$ cat src/rtl/simon_pkg.sv
// Shared parameters and the per-path state type for the SIMON byte loader.
//   N          : cipher word width in bits
//   M          : key words per key
//   BLK_BYTES  : bytes per data block (two words)
//   KEY_BYTES  : bytes per key (M words)
//   path_state_e : FILL (collecting bytes) / FULL (block held, awaiting issue)
package simon_pkg;

    localparam int unsigned N         = 32;
    localparam int unsigned M         = 3;
    localparam int unsigned BLK_BYTES = 2 * N / 8;
    localparam int unsigned KEY_BYTES = M * N / 8;

    typedef enum logic {
        FILL = 1'b0,
        FULL = 1'b1
    } path_state_e;

endpackage

$ cat src/rtl/simon_byte_assembler.sv
// One byte-assembly path: counts accepted bytes, shifts them into a
// big-endian buffer (first byte ends up in the MSBs) and holds FULL until
// the owner issues the block.
//   clk, nR  : clock, async active-low reset
//   accept   : a byte for this path is taken this cycle
//   byte_in  : the byte
//   issue    : block is being copied out this cycle (only honoured in FULL)
//   full     : path holds a complete block
//   shift_q  : assembly buffer
module simon_byte_assembler
    import simon_pkg::*;
#(
    parameter int unsigned BYTES = 8
) (
    input  logic                 clk,
    input  logic                 nR,
    input  logic                 accept,
    input  logic [7:0]           byte_in,
    input  logic                 issue,
    output logic                 full,
    output logic [BYTES*8-1:0]   shift_q
);

    localparam int unsigned CW   = $clog2(BYTES);
    localparam int unsigned W    = BYTES * 8;
    localparam logic [CW-1:0] LAST = CW'(BYTES - 1);

    path_state_e   state_q;
    path_state_e   state_d;
    logic [CW-1:0] cnt_q;
    logic [CW-1:0] cnt_d;
    logic [W-1:0]  shift_d;

    // State, counter and buffer registers
    always_ff @(posedge clk or negedge nR) begin
        if (!nR) begin
            state_q <= FILL;
            cnt_q   <= '0;
            shift_q <= '0;
        end else begin
            state_q <= state_d;
            cnt_q   <= cnt_d;
            shift_q <= shift_d;
        end
    end

    // Next-state: last byte moves to FULL and wraps the counter
    always_comb begin
        state_d = state_q;
        cnt_d   = cnt_q;
        shift_d = shift_q;
        case (state_q)
            FILL: begin
                if (accept) begin
                    shift_d = {shift_q[W-9:0], byte_in};
                    if (cnt_q == LAST) begin
                        cnt_d   = '0;
                        state_d = FULL;
                    end else begin
                        cnt_d = cnt_q + CW'(1);
                    end
                end
            end
            FULL: begin
                if (issue) begin
                    state_d = FILL;
                end
            end
            default: state_d = FILL;
        endcase
    end

    assign full = (state_q == FULL);

endmodule

$ cat src/rtl/simon_byte_loader.sv
// Byte-serial front end for a SIMON core: splits an 8-bit stream into a
// data path and a key path, assembles each into a full block, and issues
// blocks to the core with one-cycle pulses. Key issue wins a same-cycle tie.
//   clk, nR               : clock, async active-low reset
//   in_valid/in_byte      : upstream byte
//   in_is_key             : 1 = key stream, 0 = data stream
//   in_enc_dec            : direction, taken with the data bytes
//   in_ready              : combinational, per-stream backpressure
//   loadData/loadKey      : core can accept a block / key
//   newData/newKey        : registered one-cycle issue pulses
//   inData/key/enc_dec    : registered issued values, held between pulses
module simon_byte_loader #(
    parameter int unsigned N = simon_pkg::N,
    parameter int unsigned M = simon_pkg::M
) (
    input  logic                  clk,
    input  logic                  nR,
    input  logic                  in_valid,
    input  logic [7:0]            in_byte,
    input  logic                  in_is_key,
    input  logic                  in_enc_dec,
    output logic                  in_ready,
    input  logic                  loadData,
    input  logic                  loadKey,
    output logic                  newData,
    output logic                  newKey,
    output logic [1:0][N-1:0]     inData,
    output logic [M-1:0][N-1:0]   key,
    output logic                  enc_dec
);

    localparam int unsigned BLK_B = 2 * N / 8;
    localparam int unsigned KEY_B = M * N / 8;

    logic               data_full;
    logic               key_full;
    logic [2*N-1:0]     data_buf;
    logic [M*N-1:0]     key_buf;
    logic               data_acc;
    logic               key_acc;
    logic               data_issue;
    logic               key_issue;
    logic               ed_hold;

    // Each stream is only stalled by its own path
    assign in_ready   = in_is_key ? !key_full : !data_full;
    assign data_acc   = in_valid && in_ready && !in_is_key;
    assign key_acc    = in_valid && in_ready &&  in_is_key;

    // Key has priority; a deferred data issue simply retries next cycle
    assign key_issue  = key_full && loadKey;
    assign data_issue = data_full && loadData && !key_issue;

    simon_byte_assembler #(.BYTES(BLK_B)) u_data_asm (
        .clk     (clk),
        .nR      (nR),
        .accept  (data_acc),
        .byte_in (in_byte),
        .issue   (data_issue),
        .full    (data_full),
        .shift_q (data_buf)
    );

    simon_byte_assembler #(.BYTES(KEY_B)) u_key_asm (
        .clk     (clk),
        .nR      (nR),
        .accept  (key_acc),
        .byte_in (in_byte),
        .issue   (key_issue),
        .full    (key_full),
        .shift_q (key_buf)
    );

    // Direction of the block being assembled; the last data byte's value sticks
    always_ff @(posedge clk or negedge nR) begin
        if (!nR) begin
            ed_hold <= 1'b0;
        end else if (data_acc) begin
            ed_hold <= in_enc_dec;
        end
    end

    // Output registers: values only move on the edge that raises their pulse
    always_ff @(posedge clk or negedge nR) begin
        if (!nR) begin
            newData <= 1'b0;
            newKey  <= 1'b0;
            inData  <= '0;
            key     <= '0;
            enc_dec <= 1'b0;
        end else begin
            newData <= data_issue;
            newKey  <= key_issue;
            if (key_issue) begin
                key <= key_buf;
            end
            if (data_issue) begin
                inData  <= data_buf;
                enc_dec <= ed_hold;
            end
        end
    end

endmodule

$ cat config.mk
export PLATFORM = sky130hd
export DESIGN_NAME = simon_byte_loader
export DESIGN_NICKNAME = d
export VERILOG_FILES = /design/src/rtl/simon_pkg.sv /design/src/rtl/simon_byte_assembler.sv /design/src/rtl/simon_byte_loader.sv
export SDC_FILE = /design/constraint.sdc
export NUM_CORES = 1
export LEC_CHECK = 0
export ABC_AREA = 1
export BUFFER_PORTS_ARGS = -buffer_cell sky130_fd_sc_hd__buf_2
export CAP_MARGIN = 10
export CELL_PAD_IN_SITES_DETAIL_PLACEMENT = 0
export CELL_PAD_IN_SITES_GLOBAL_PLACEMENT = 1
export CORE_AREA = 3 3 174 176
export DETAILED_ROUTE_END_ITERATION = 8
export DIE_AREA = 0 0 177 179
export PLACE_DENSITY_LB_ADDON = 0.1
export SLEW_MARGIN = 20
export SYNTH_ARGS = -nofsm -noshare
export SYNTH_HDL_FRONTEND = slang
export SYNTH_SLANG_ARGS = --single-unit
export TNS_END_PERCENT = 30
$ cat constraint.sdc
create_clock -name clk -period 2.6 [get_ports clk]
set_clock_uncertainty 0.1 [all_clocks]
set_input_delay 0.52 -clock clk [delete_from_list [all_inputs] [get_ports clk]]
set_output_delay 0.52 -clock clk [all_outputs]
set_load 0.005 [all_outputs]
# Word-level counts from Yosys, hierarchy flattened
# Cells that the tools add are included.
# Widths: inputs -> output; s select.
# totals
output_inout_bits	164
wordCells	44
inputBits	15
reg_bits	333
# op_classes
bitwise	2
n_eq_ne	2
add_sub_neg	2
reduce_logical	12
n_mux	11
# ops
operator	count
$mux 1	7
$logic_and 1x1->1	6
$add 4x1->4 const B	1
$eq 4x4->1 const B	1
$logic_not 1->1	4
$mux 4	1
$pmux 1 s2	2
$reduce_and 2->1	2
$add 3x1->3 const B	1
$eq 3x3->1 const B	1
$mux 3	1
$not 1->1	2

# Depth between registers and ports, before layout
# depth
depth_word	6
ltp_mapped	7
depth_no_buf	6

# Modules after synthesis
# A second synthesis with hierarchy kept.
# hier_totals
cells_unflattened	1435
area_unflattened_um2	12917.4
# modules_own_cells
module	area_per_inst_um2	cells_each	instances	seq_area_each_um2
simon_byte_loader	6294.8	704	1	4103.9
simon_byte_assembler at u_key_asm	3857.4	429	1	2527.4
simon_byte_assembler at u_data_asm	2765.2	302	1	1701.6

# Worst setup path before layout
# No wires, ideal clock.
# synth_timing
kind	input port to flip-flop
from	input in_is_key
to	register u_data_asm.shift_q[23]
setup_ns	0.083
t_arrival_ns	1.211
path_buffers	3
path_slack_ns	1.207
stages	6
t_required_ns	2.417
path_cell_list	nor3_2 -> buf_4 -> buf_6 -> buf_6 -> nand2_1 -> o21ai_0
# synth_between
elab_chain_len	4
elab_cells_between_ends	5
classes_between	1 x mux; 4 x reduce/logical
# synth_rtl
item	line_no	text
start: declaration	simon_byte_loader.sv:20	input logic in_is_key,
$mux 1	simon_byte_loader.sv:46	assign in_ready = in_is_key ? !key_full : !data_full;
$logic_and 1x1->1	simon_byte_loader.sv:47	assign data_acc = in_valid && in_ready && !in_is_key;
$logic_and 1x1->1 *	simon_byte_loader.sv:47	
$reduce_and 2->1 (no source line) *	--	
end signal: assignment	simon_byte_assembler.sv:43	shift_q <= shift_d;
end: declaration	simon_byte_assembler.sv:21	output logic [BYTES*8-1:0] shift_q
# Every way passes the cells marked *; elsewhere a longest branch is shown, timed or not.
# A chain may end at the register's enable or synchronous reset.

# Final worst setup path
# layout_timing
from	register u_key_asm.state_q (netlist: u_key_asm.full)
to	output in_ready
# layout_between
elab_chain_len	2
# layout_rtl
item	line_no	text
start: declaration	simon_byte_assembler.sv:28	path_state_e state_q;
start signal: assignment	simon_byte_assembler.sv:41	state_q <= state_d;
$logic_not 1->1	simon_byte_loader.sv:46	
$mux 1	simon_byte_loader.sv:46	
end: declaration	simon_byte_loader.sv:22	output logic in_ready,
# Every way passes these cells.

==> out/results.tsv <==
stage	metric	value	unit
cts	clock sinks	333	
worst_setup_path	crit path launch type	flip-flop	
sta	setup ws final	601	ps
global_route	vias in the first global route	8563	
cts	post-CTS sizing	0	
routing	post-route ant nets	0	
die	io pins	179	
placement	dpl ws	780	ps
sta	Final Hold Viols	0	
die	Die H	179	um
placement	RePlAce Congestion	0.730	
routing	Pre-Repair DR Iteration Count	5	
sta	setup TNS	0	ps
die	Starting Density	42.8	%
sta	min Tclk post-route	2000	ps
routing	WL/cell	14.6	um
worst_hold_path	WHS Path Cells	3	
global_route	grt total ovfl	0	
sta	final cycle utilization of the critical path	76.9	%
placement	hpwl dp	17.5	mm
placement	port bufs	178	
cells_and_area	NumNets Final	1439	
status	status	finished clean	
routing	overall routed net length	26.6	mm
routing	DR DRC count	0	
global_route	busiest grt layer	met2	
power	Peak VDD IR	0.674	mV
global_route	met2 Usage GRT	27.9	%
cells_and_area	Final Util	51.2	%
cts	clock transition at the registers of the reported paths	60	ps
global_route	grt met1 use	23.9	%
placement	placed insts	1765	
die	Cell Rows	62	
flow_run	Max Cap Viol	0	
cells_and_area	Reg area	0.00833	mm^2
yosys	Avg Cell Area, Syn	9.81	um^2
cells_and_area	commonest non-fill, non-tap cell in the layout	nand2_1	
cts	clk_lat worst skew	500	ps
power	Pwr Total	15.3	mW
routing	Via density	4.65	
sta	Final setup viols	0	
sta	max_slew headroom	54.0	%
worst_hold_path	Hold EP	ed_hold	
placement	Area after DPL	0.0136	mm^2
cells_and_area	fin cells	1828	
global_route	first-pass GRT wire length	44.6	mm
die	die area	0.0317	mm^2
die	Core Region	0.0288	mm^2
cells_and_area	commonest non-fill, non-tap cells in the layout	nand2_1 (370), dfrtp_1 (333), o21ai_0 (291)	
worst_setup_path	Required @ worst endpoint	1980	ps
worst_hold_path	min-delay worst type	in -> reg	
global_route	gr usage total	17.3	%
global_route	initial antenna violation count	2	
worst_setup_path	crit path DAT	1380	ps
worst_setup_path	Reg2Reg Setup Slack	880	ps
worst_setup_path	Worst R2R End	u_key_asm.shift_q[48]	
worst_setup_path	kind of critical path	reg -> out	
yosys	Yosys cell types	18	
power	static leakage	7.44	nW
cells_and_area	fillcell total	2750	
cts	clock buffer depth	3	
worst_setup_path	Critical Path End Type	output pin	
global_route	largest net degree at the start of global routing	178	
worst_setup_path	CP Launch Point	u_key_asm.full	
sta	Worst Max-Slew Pin Slew	690	ps
routing	initial DRC count	543	
power	PwrDens	1030	mW/mm^2
cells_and_area	multi-input gate area in the final layout	0.00310	mm^2
sta	Fmax achieved	500	MHz
cts	CTS Buf Count	37	
cells_and_area	area delta synth->final	19.8	%
cts	CTS H-Tree Depth	2	
sta	RSZ-0062 raised after global routing	false	
die	die span in x	177	um
yosys	Post-Syn Instances	1254	
worst_hold_path	hold path startpoint	in_enc_dec	
sta	Final Slew Violations	0	
yosys	Syn Std Cell Area	0.0123	mm^2
routing	routed vias	8503	
cts	root buffer cell	clkbuf_16	
cells_and_area	share of cells above drive strength 1	17.2	%
worst_setup_path	reg2reg start	u_key_asm.full	
worst_setup_path	critical path peak fanout	3	
yosys	flops & latches, synth	333	
yosys	syn nets	1272	
yosys	Synth warnings	0	
global_route	GR Util met3	3.85	%
cts	TritonCTS clock tree	built	
cells_and_area	fin area	0.0147	mm^2
cells_and_area	antenna cell count	0	
sta	Min Hold Slack	126	ps
worst_setup_path	r2r worst-path depth	4	
yosys	sequential area share after synthesis	67.7	%
-- cells by family after synthesis --
kind of cell | count (synthesis) | synth area share (%)
flip-flops | 333 | 67.7
adder cells (fa/ha/maj) | 3 | 0.305
AND/OR/NAND/NOR | 382 | 11.9
buffers and inverters | 224 | 7.39
AO/OA/AOI/OAI | 312 | 12.7
-- critical path, cell delays in order, from the launching register on --
cell and delay [ps]:
dfrtp_1 430, inv_1 180, nand2_1 70, o21ai_0 70, buf_2 130
-- cell type report --
type	instances	share of cell area [%]
Inverter	156	3.97
Clock buffer	58	7.22
Sequential cell	333	56.5
Timing Repair Buffer	196	7.81
Clock inverter	4	0.204
Multi-Input combinational cell	697	21.0
Tap cell	384	3.26
-- routing by layer --
metal / up-vias / routed length, um / part of all wire [%]
li1: 4267 / - / -
met1: 4017 / 12200 / 46
met2: 166 / 12300 / 46
met3: 49 / 1450 / 5.4
met4: 4 / 582 / 2.2
met5: - / 27 / 0.10
-- cells in the mapped netlist --
library cell | n | area, um^2
nand2_1 | 370 | 1390
dfrtp_1 | 333 | 8330
o21ai_0 | 291 | 1460
inv_1 | 153 | 574
buf_2 | 34 | 170
clkbuf_1 | 30 | 113
o21ai_1 | 21 | 105
nand3_1 | 4 | 20.0
buf_6 | 3 | 33.8
ha_1 | 3 | 37.5
nor2_1 | 3 | 11.3
inv_2 | 2 | 7.51
nand3_2 | 2 | 20.0
buf_4 | 1 | 7.51
clkinv_1 | 1 | 3.75
nand2_2 | 1 | 6.26
nor3_2 | 1 | 10.0
or2_2 | 1 | 6.26
-- worst max path at each step --
| stage | slack (ps) | cells past startpoint | endpoint |
|---|---|---|---|
| finish | 600 | 4 | in_ready |
| global route | 510 | 4 | in_ready |
| CTS | 560 | 4 | in_ready |
| detailed placement | 780 | 7 | u_key_asm.cnt_q[3] |
| global placement | 780 | 6 | u_key_asm.cnt_q[3] |
| floorplan | 1210 | 6 | u_data_asm.shift_q[23] |
-- timing repair --
item                       in CTS  in global routing
setup endpoints to repair       0                  0
hold buffers                    1                  0
setup buffers                   0                  0
hold endpoints to repair       47                  0
-- sequential cells by signal, indices dropped and copies added (netlist names) --
register / count
u_key_asm.cnt_q: 4
u_data_asm.full: 1
u_key_asm.shift_q: 96
ed_hold: 1
u_data_asm.cnt_q: 3
newData: 1
u_key_asm.full: 1
inData: 64
u_data_asm.shift_q: 64
key: 96
newKey: 1
enc_dec: 1
-- where the power goes --
group,internal (mW),switching [mW]
combinational,1.22,1.71
clock,2.80,1.96
sequential,6.71,0.851
Note: power is estimated with default switching activity, not from simulation.
